[config.mk]
export PLATFORM = sky130hd
export DESIGN_NAME = tis_run_ctrl
export DESIGN_NICKNAME = d
export VERILOG_FILES = /design/src/rtl/tis_run_ctrl.sv
export SDC_FILE = /design/constraint.sdc
export NUM_CORES = 1
export LEC_CHECK = 0
export CAP_MARGIN = 20
export CORE_AREA = 2 2 307 309
export CTS_CLUSTER_DIAMETER = 150
export DETAILED_ROUTE_END_ITERATION = 12
export DIE_AREA = 0 0 309 311
export GPL_ROUTABILITY_DRIVEN = 0
export GPL_TIMING_DRIVEN = 0
export SLEW_MARGIN = 15
export SYNTH_ARGS = -nofsm -noshare
export SYNTH_HDL_FRONTEND = slang
export SYNTH_SLANG_ARGS = --single-unit
[constraint.sdc]
create_clock -name clk -period 10.3 [get_ports clk]
set_input_delay 2.06 -clock clk [delete_from_list [all_inputs] [get_ports clk]]
set_output_delay 2.06 -clock clk [all_outputs]
set_load 0.02 [all_outputs]
[src/rtl/tis_run_ctrl.sv]
// Run controller for one TIS program execution: holds streams/core in reset while idle,
// checks every emitted output against the expected array and latches a pass/mismatch/timeout verdict.
module tis_run_ctrl #(
  parameter int WIDTH   = 11,
  parameter int DEPTH_W = 6,
  parameter int CYC_W   = 24
) (
  input  logic               clk,
  input  logic               rst_n,
  input  logic               start,
  input  logic [CYC_W-1:0]   max_cycles,
  input  logic [DEPTH_W-1:0] exp_length,
  input  logic [WIDTH-1:0]   exp_data [2**DEPTH_W],
  input  logic               out_write,
  input  logic [WIDTH-1:0]   out_data,
  output logic               out_ready,
  output logic               stream_rst,
  output logic               core_en,
  output logic               busy,
  output logic               done,
  output logic [1:0]         result,
  output logic [DEPTH_W-1:0] fail_idx,
  output logic [CYC_W-1:0]   cycles
);

  typedef enum logic [1:0] {S_IDLE, S_CLEAR, S_RUN, S_DONE} state_t;

  localparam logic [1:0] RES_NONE = 2'd0;
  localparam logic [1:0] RES_PASS = 2'd1;
  localparam logic [1:0] RES_MISM = 2'd2;
  localparam logic [1:0] RES_TOUT = 2'd3;

  state_t             state_q, state_d;
  logic               clr_q, clr_d;
  logic [CYC_W-1:0]   cycles_q, cycles_d;
  logic [DEPTH_W-1:0] idx_q, idx_d;
  logic [1:0]         result_q, result_d;
  logic [DEPTH_W-1:0] fail_idx_q, fail_idx_d;
  logic               stream_rst_q, stream_rst_d;
  logic               core_en_q, core_en_d;

  logic               xfer, mism, last_ok, tout;
  logic [CYC_W-1:0]   cyc_inc;
  logic [DEPTH_W-1:0] idx_nxt;

  always_comb begin
    state_d    = state_q;
    clr_d      = clr_q;
    cycles_d   = cycles_q;
    idx_d      = idx_q;
    result_d   = result_q;
    fail_idx_d = fail_idx_q;

    xfer    = out_write && (state_q == S_RUN);
    cyc_inc = cycles_q + 1'b1;
    idx_nxt = idx_q + 1'b1;
    mism    = xfer && (out_data != exp_data[idx_q]);
    // an empty expected list passes immediately, ahead of any compare
    last_ok = (exp_length == '0) || (xfer && !mism && (idx_nxt == exp_length));
    tout    = (max_cycles != '0) && (cyc_inc == max_cycles);

    case (state_q)
      S_IDLE, S_DONE: begin
        if (start) begin
          state_d    = S_CLEAR;
          clr_d      = 1'b0;
          cycles_d   = '0;
          idx_d      = '0;
          result_d   = RES_NONE;
          fail_idx_d = '0;
        end
      end
      S_CLEAR: begin
        clr_d = 1'b1;
        if (clr_q) state_d = S_RUN;
      end
      S_RUN: begin
        cycles_d = (&cycles_q) ? cycles_q : cyc_inc;
        if (xfer && !mism) idx_d = idx_nxt;
        // verdict priority: mismatch, then final match, then timeout
        if (exp_length != '0 && mism) begin
          state_d    = S_DONE;
          result_d   = RES_MISM;
          fail_idx_d = idx_q;
        end else if (last_ok) begin
          state_d  = S_DONE;
          result_d = RES_PASS;
        end else if (tout) begin
          state_d  = S_DONE;
          result_d = RES_TOUT;
        end
      end
      default: state_d = S_IDLE;
    endcase

    // stream reset and core enable are registered so downstream resets are glitch-free
    stream_rst_d = (state_d != S_RUN);
    core_en_d    = (state_d == S_RUN);
  end

  always_ff @(posedge clk or negedge rst_n) begin
    if (!rst_n) begin
      state_q      <= S_IDLE;
      clr_q        <= 1'b0;
      cycles_q     <= '0;
      idx_q        <= '0;
      result_q     <= RES_NONE;
      fail_idx_q   <= '0;
      stream_rst_q <= 1'b1;
      core_en_q    <= 1'b0;
    end else begin
      state_q      <= state_d;
      clr_q        <= clr_d;
      cycles_q     <= cycles_d;
      idx_q        <= idx_d;
      result_q     <= result_d;
      fail_idx_q   <= fail_idx_d;
      stream_rst_q <= stream_rst_d;
      core_en_q    <= core_en_d;
    end
  end

  assign out_ready  = (state_q == S_RUN);
  assign busy       = (state_q == S_CLEAR) || (state_q == S_RUN);
  assign done       = (state_q == S_DONE);
  assign stream_rst = stream_rst_q;
  assign core_en    = core_en_q;
  assign result     = result_q;
  assign fail_idx   = fail_idx_q;
  assign cycles     = cycles_q;

endmodule

==> metrics.md <==
| Metric | Value |
|---|---|
| Crit path max-delay family | buffers and inverters |
| Max-slew headroom | 29.41% |
| Port buffer count | 784 |
| Max Clock Skew | 0.01026 ns |
| Register area share after synthesis | 11.38% |
| Synth Flop Type | dfrtp_1 |
| Post-Syn Instances | 1,076 |
| Initial Util | 10.21% |
| EDFF count, synth | 0 |
| Setup crit end kind | flip-flop |
| Setup_tns | 0 ns |
| Crit Path Class | flip-flop to flip-flop |
| # resized after CTS | 0 |
| I/O pin count | 786 |
| Pre-CTS setup slack | 3.978 ns |
| Die area | 96,100 µm² |
| Final ANT Viol Nets | 0 |
| Req. time, crit path | 10.53 ns |
| Rows | 112 |
| Wirelength, routed | 89.80 mm |
| Hold Path Sink | result[0] |
| Yosys top cell by area | mux2i_1 |
| Post-route minimum period | 5.792 ns |
| CTS HTree Levels | 2 |
| Buf/Inv on CP | 5 |
| Worst reg2reg setup slack | 4.51 ns |
| RSZ-0062 raised after global routing | false |
| Crit start category | flip-flop |
| DRT Pass-1 Iters | 5 |
| Layout Nets | 2,626 |
| Top post-synthesis cells by area | mux2i_1, mux4_2, dfrtp_1 |
| P_leak | 6.116 nW |
| Largest net degree at the start of global routing | 24 |
| Initial antenna violation count | 49 |
| CTS Buf Count | 5 |
| Post-synthesis async set-or-reset flop share | 100.0% |
| IR drop worst, VDD | 76.84 µV |
| Die Ht | 311 µm |
| Setup ws final | 4.508 ns |
| Worst hold path depth | 2 |
| Worst r2r src | idx_q[1] |
| Mapped Area | 9468 µm² |
| Fmax | 0.1726 GHz |
| Syn_nets | 1,830 |
| Slew @ Worst Pin | 1.059 ns |
| Slew Limit Fails | 0 |
| Core Box Area | 92,770 µm² |
| Reg2reg path depth | 16 |
| Worst path cell trace | buf_2, buf_4, nor2_2, buf_4, clkbuf_1, a22oi_1, nand3_1, nand4_1, xnor2_1, nand4_1, a222oi_1, nand3_1, and4_1, buf_6, o41ai_2, and3_1 |
| Worst-Skew Late Latency | 0.29 ns |
| Cell variety after synth | 64 |
| Worst Path Max Fanout | 10 |
| Routed len/inst | 28.58 µm |
| Hold Path Class | flip-flop to flip-flop |
| Synthesized area per cell | 8.799 µm² |
| Worst EP arrival | 6.02 ns |
| #FFs+latches synth | 43 |
| Clock-pin slew on the worst setup and hold paths | 0.07 ns |
| Final Hold Viols | 0 |
| DR vias | 13,020 |
| FF-to-FF End | core_en |
| Total congestion overflow | 0 |
| First-pass GRT wire length | 115.1 mm |
| Min-delay src | result[0] |
| Via/cell ratio | 4.144 |
| Drt drc | 0 |
| Final Setup Violations | 0 |
| Postcts setup bufs | 0 |
| CTS root buf | clkbuf_16 |
| Worst path max stage delay | 0.68 ns |
| Layout cells sized above 1 | 8.329% |
| PD cells | 82.97 nW/µm² |
| Layout area overhead | 102.3% |
| Fin crit share | 56.24% |
| Vias in the first global route | 13,460 |
| DP HPWL | 77.64 mm |
| Yosys warns | 0 |
| Filler Cell Count | 10,450 |
| Number of max-cap violations | 0 |
| Overall Global Routing Usage | 17.76% |
| Top cell type's share of synthesized area | 23.47% |
| CTS Hold Bufs | 0 |
| 1st-iter DRT viols | 798 |
| Die X | 309 µm |
| Outcome | completed |
| Sink Count | 43 |
| TritonCTS clock tree | built |
| Max stage delay cell, worst path | clkbuf_1 |
| Clock tree buffer depth | 2 |
-- worst reg2reg max path: stages (launching register included) --
cell and delay, ns:
dfrtp_1 0.51, buf_2 0.33, buf_4 0.30, nor2_2 0.41
buf_4 0.41, clkbuf_1 0.69, a22oi_1 0.37, nand3_1 0.17
nand4_1 0.24, xnor2_1 0.53, nand4_1 0.15, a222oi_1 0.28
nand3_1 0.26, and4_1 0.28, buf_6 0.13, o41ai_2 0.44
and3_1 0.23
-- state kept, by name, indices dropped and copies added (netlist names) --
signal      flops
cycles         24
fail_idx        6
idx_q           6
result          2
state_q         2
clr_q           1
core_en         1
stream_rst      1
-- area by class of cell --
type                            instances  area (µm²)  share of cell area, %
Multi-Input combinational cell        908        7699                  40.19
Clock buffer                            6       128.9                 0.6728
Sequential cell                        43        1077                  5.624
Tap cell                             1254        1569                  8.191
Buffer                                109       643.1                  3.357
Antenna cell                           15       37.54                 0.1960
Clock inverter                          2       12.51                0.06532
Inverter                               16       60.06                 0.3135
Timing Repair Buffer                  789        7929                  41.39
-- power by group --
| part | leakage (nW) | internal, mW | switching (mW) |
|---|---|---|---|
| sequential | 0.590 | 0.185 | 0.0133 |
| combinational | 5.46 | 0.536 | 0.697 |
| clock | 0.0669 | 0.0896 | 0.0675 |
| total | 6.12 | 0.811 | 0.778 |
-- worst max-delay path by stage --
| stage | cells after the start | slack [ns] | end | from |
|---|---|---|---|---|
| final | 16 | 4.51 | core_en | idx_q[1] |
| after global placement | 14 | 3.68 | stream_rst | idx_q[4] |
| after detailed placement | 12 | 3.98 | stream_rst | exp_data[684] |
| after global routing | 16 | 4.10 | core_en | idx_q[1] |
| after floorplan | 12 | 5.55 | core_en | exp_data[666] |
| after CTS | 12 | 4.28 | stream_rst | exp_data[684] |
-- placed cells by master, fill, tap and decap left out, drive strengths merged, types with 13 or more instances in the layout --
| master | instances |
|---|---|
| a211oi | 14 |
| a21oi | 48 |
| a22oi | 87 |
| buf | 67 |
| clkbuf | 54 |
| clkdlybuf4s50 | 783 |
| dfrtp | 42 |
| diode | 15 |
| inv | 16 |
| mux2i | 222 |
| mux4 | 72 |
| nand2 | 106 |
| nand3 | 44 |
| nand4 | 13 |
| nor2 | 19 |
| nor3 | 26 |
| nor4 | 18 |
| o21ai | 40 |
| xnor2 | 40 |
| xor2 | 23 |
-- cells in the mapped netlist (9+ instances only) --
cell type	n
a211oi_1	14
a21oi_1	48
a22o_1	10
a22oi_1	86
and2_1	10
and3_1	9
buf_2	22
buf_4	14
buf_6	14
clkbuf_1	48
dfrtp_1	42
inv_1	16
mux2i_1	222
mux4_2	72
nand2_1	106
nand3_1	44
nand4_1	13
nor2_1	18
nor2b_1	11
nor3_1	26
nor4_1	17
o211ai_1	11
o21ai_0	39
o31ai_1	11
xnor2_1	40
xor2_1	23
-- metrics by stage --
| step | hold WS [ns] | instances | area [µm²] | power (mW) | util [%] |
|---|---|---|---|---|---|
| after CTS | 0.5126 | 3127 | 19120 | 1.609 | 20.61 |
| after floorplan | 0.5254 | 1076 | 9468 | 0.7254 | - |
| final | 0.5104 | 3142 | 19160 | 1.589 | 20.65 |
| after detailed placement | 0.5024 | 3119 | 18980 | 1.447 | 20.46 |
| after global routing | 0.5639 | 3136 | 19140 | 1.687 | 20.63 |
| after global placement | 0.5047 | 3114 | 18880 | 1.436 | 20.36 |
-- logic make-up after synthesis --
kind of cell / Yosys count / share of synthesized area, %
multiplexers: 298 / 41.07
AND/OR/NAND/NOR: 277 / 14.38
AO/OA/AOI/OAI: 265 / 19.31
buffers and inverters: 125 / 7.374
XOR/XNOR: 63 / 5.828
flip-flops: 43 / 11.38
adder cells (fa/ha/maj): 5 / 0.6608
-- metal layers --
| layer | vias to the layer above | track usage [%] | share of wire [%] | wire (µm) |
|---|---|---|---|---|
| met3 | 129 | 4.332 | 8.0 | 7170 |
| met4 | 34 | 5.163 | 2.9 | 2576 |
| met5 | - | 0 | 0.25 | 221 |
| met1 | 6261 | 22.44 | 42 | 37930 |
| met2 | 780 | 29.69 | 47 | 41900 |
| li1 | 5816 | - | - | - |
Note: power is estimated with default switching activity, not from simulation.
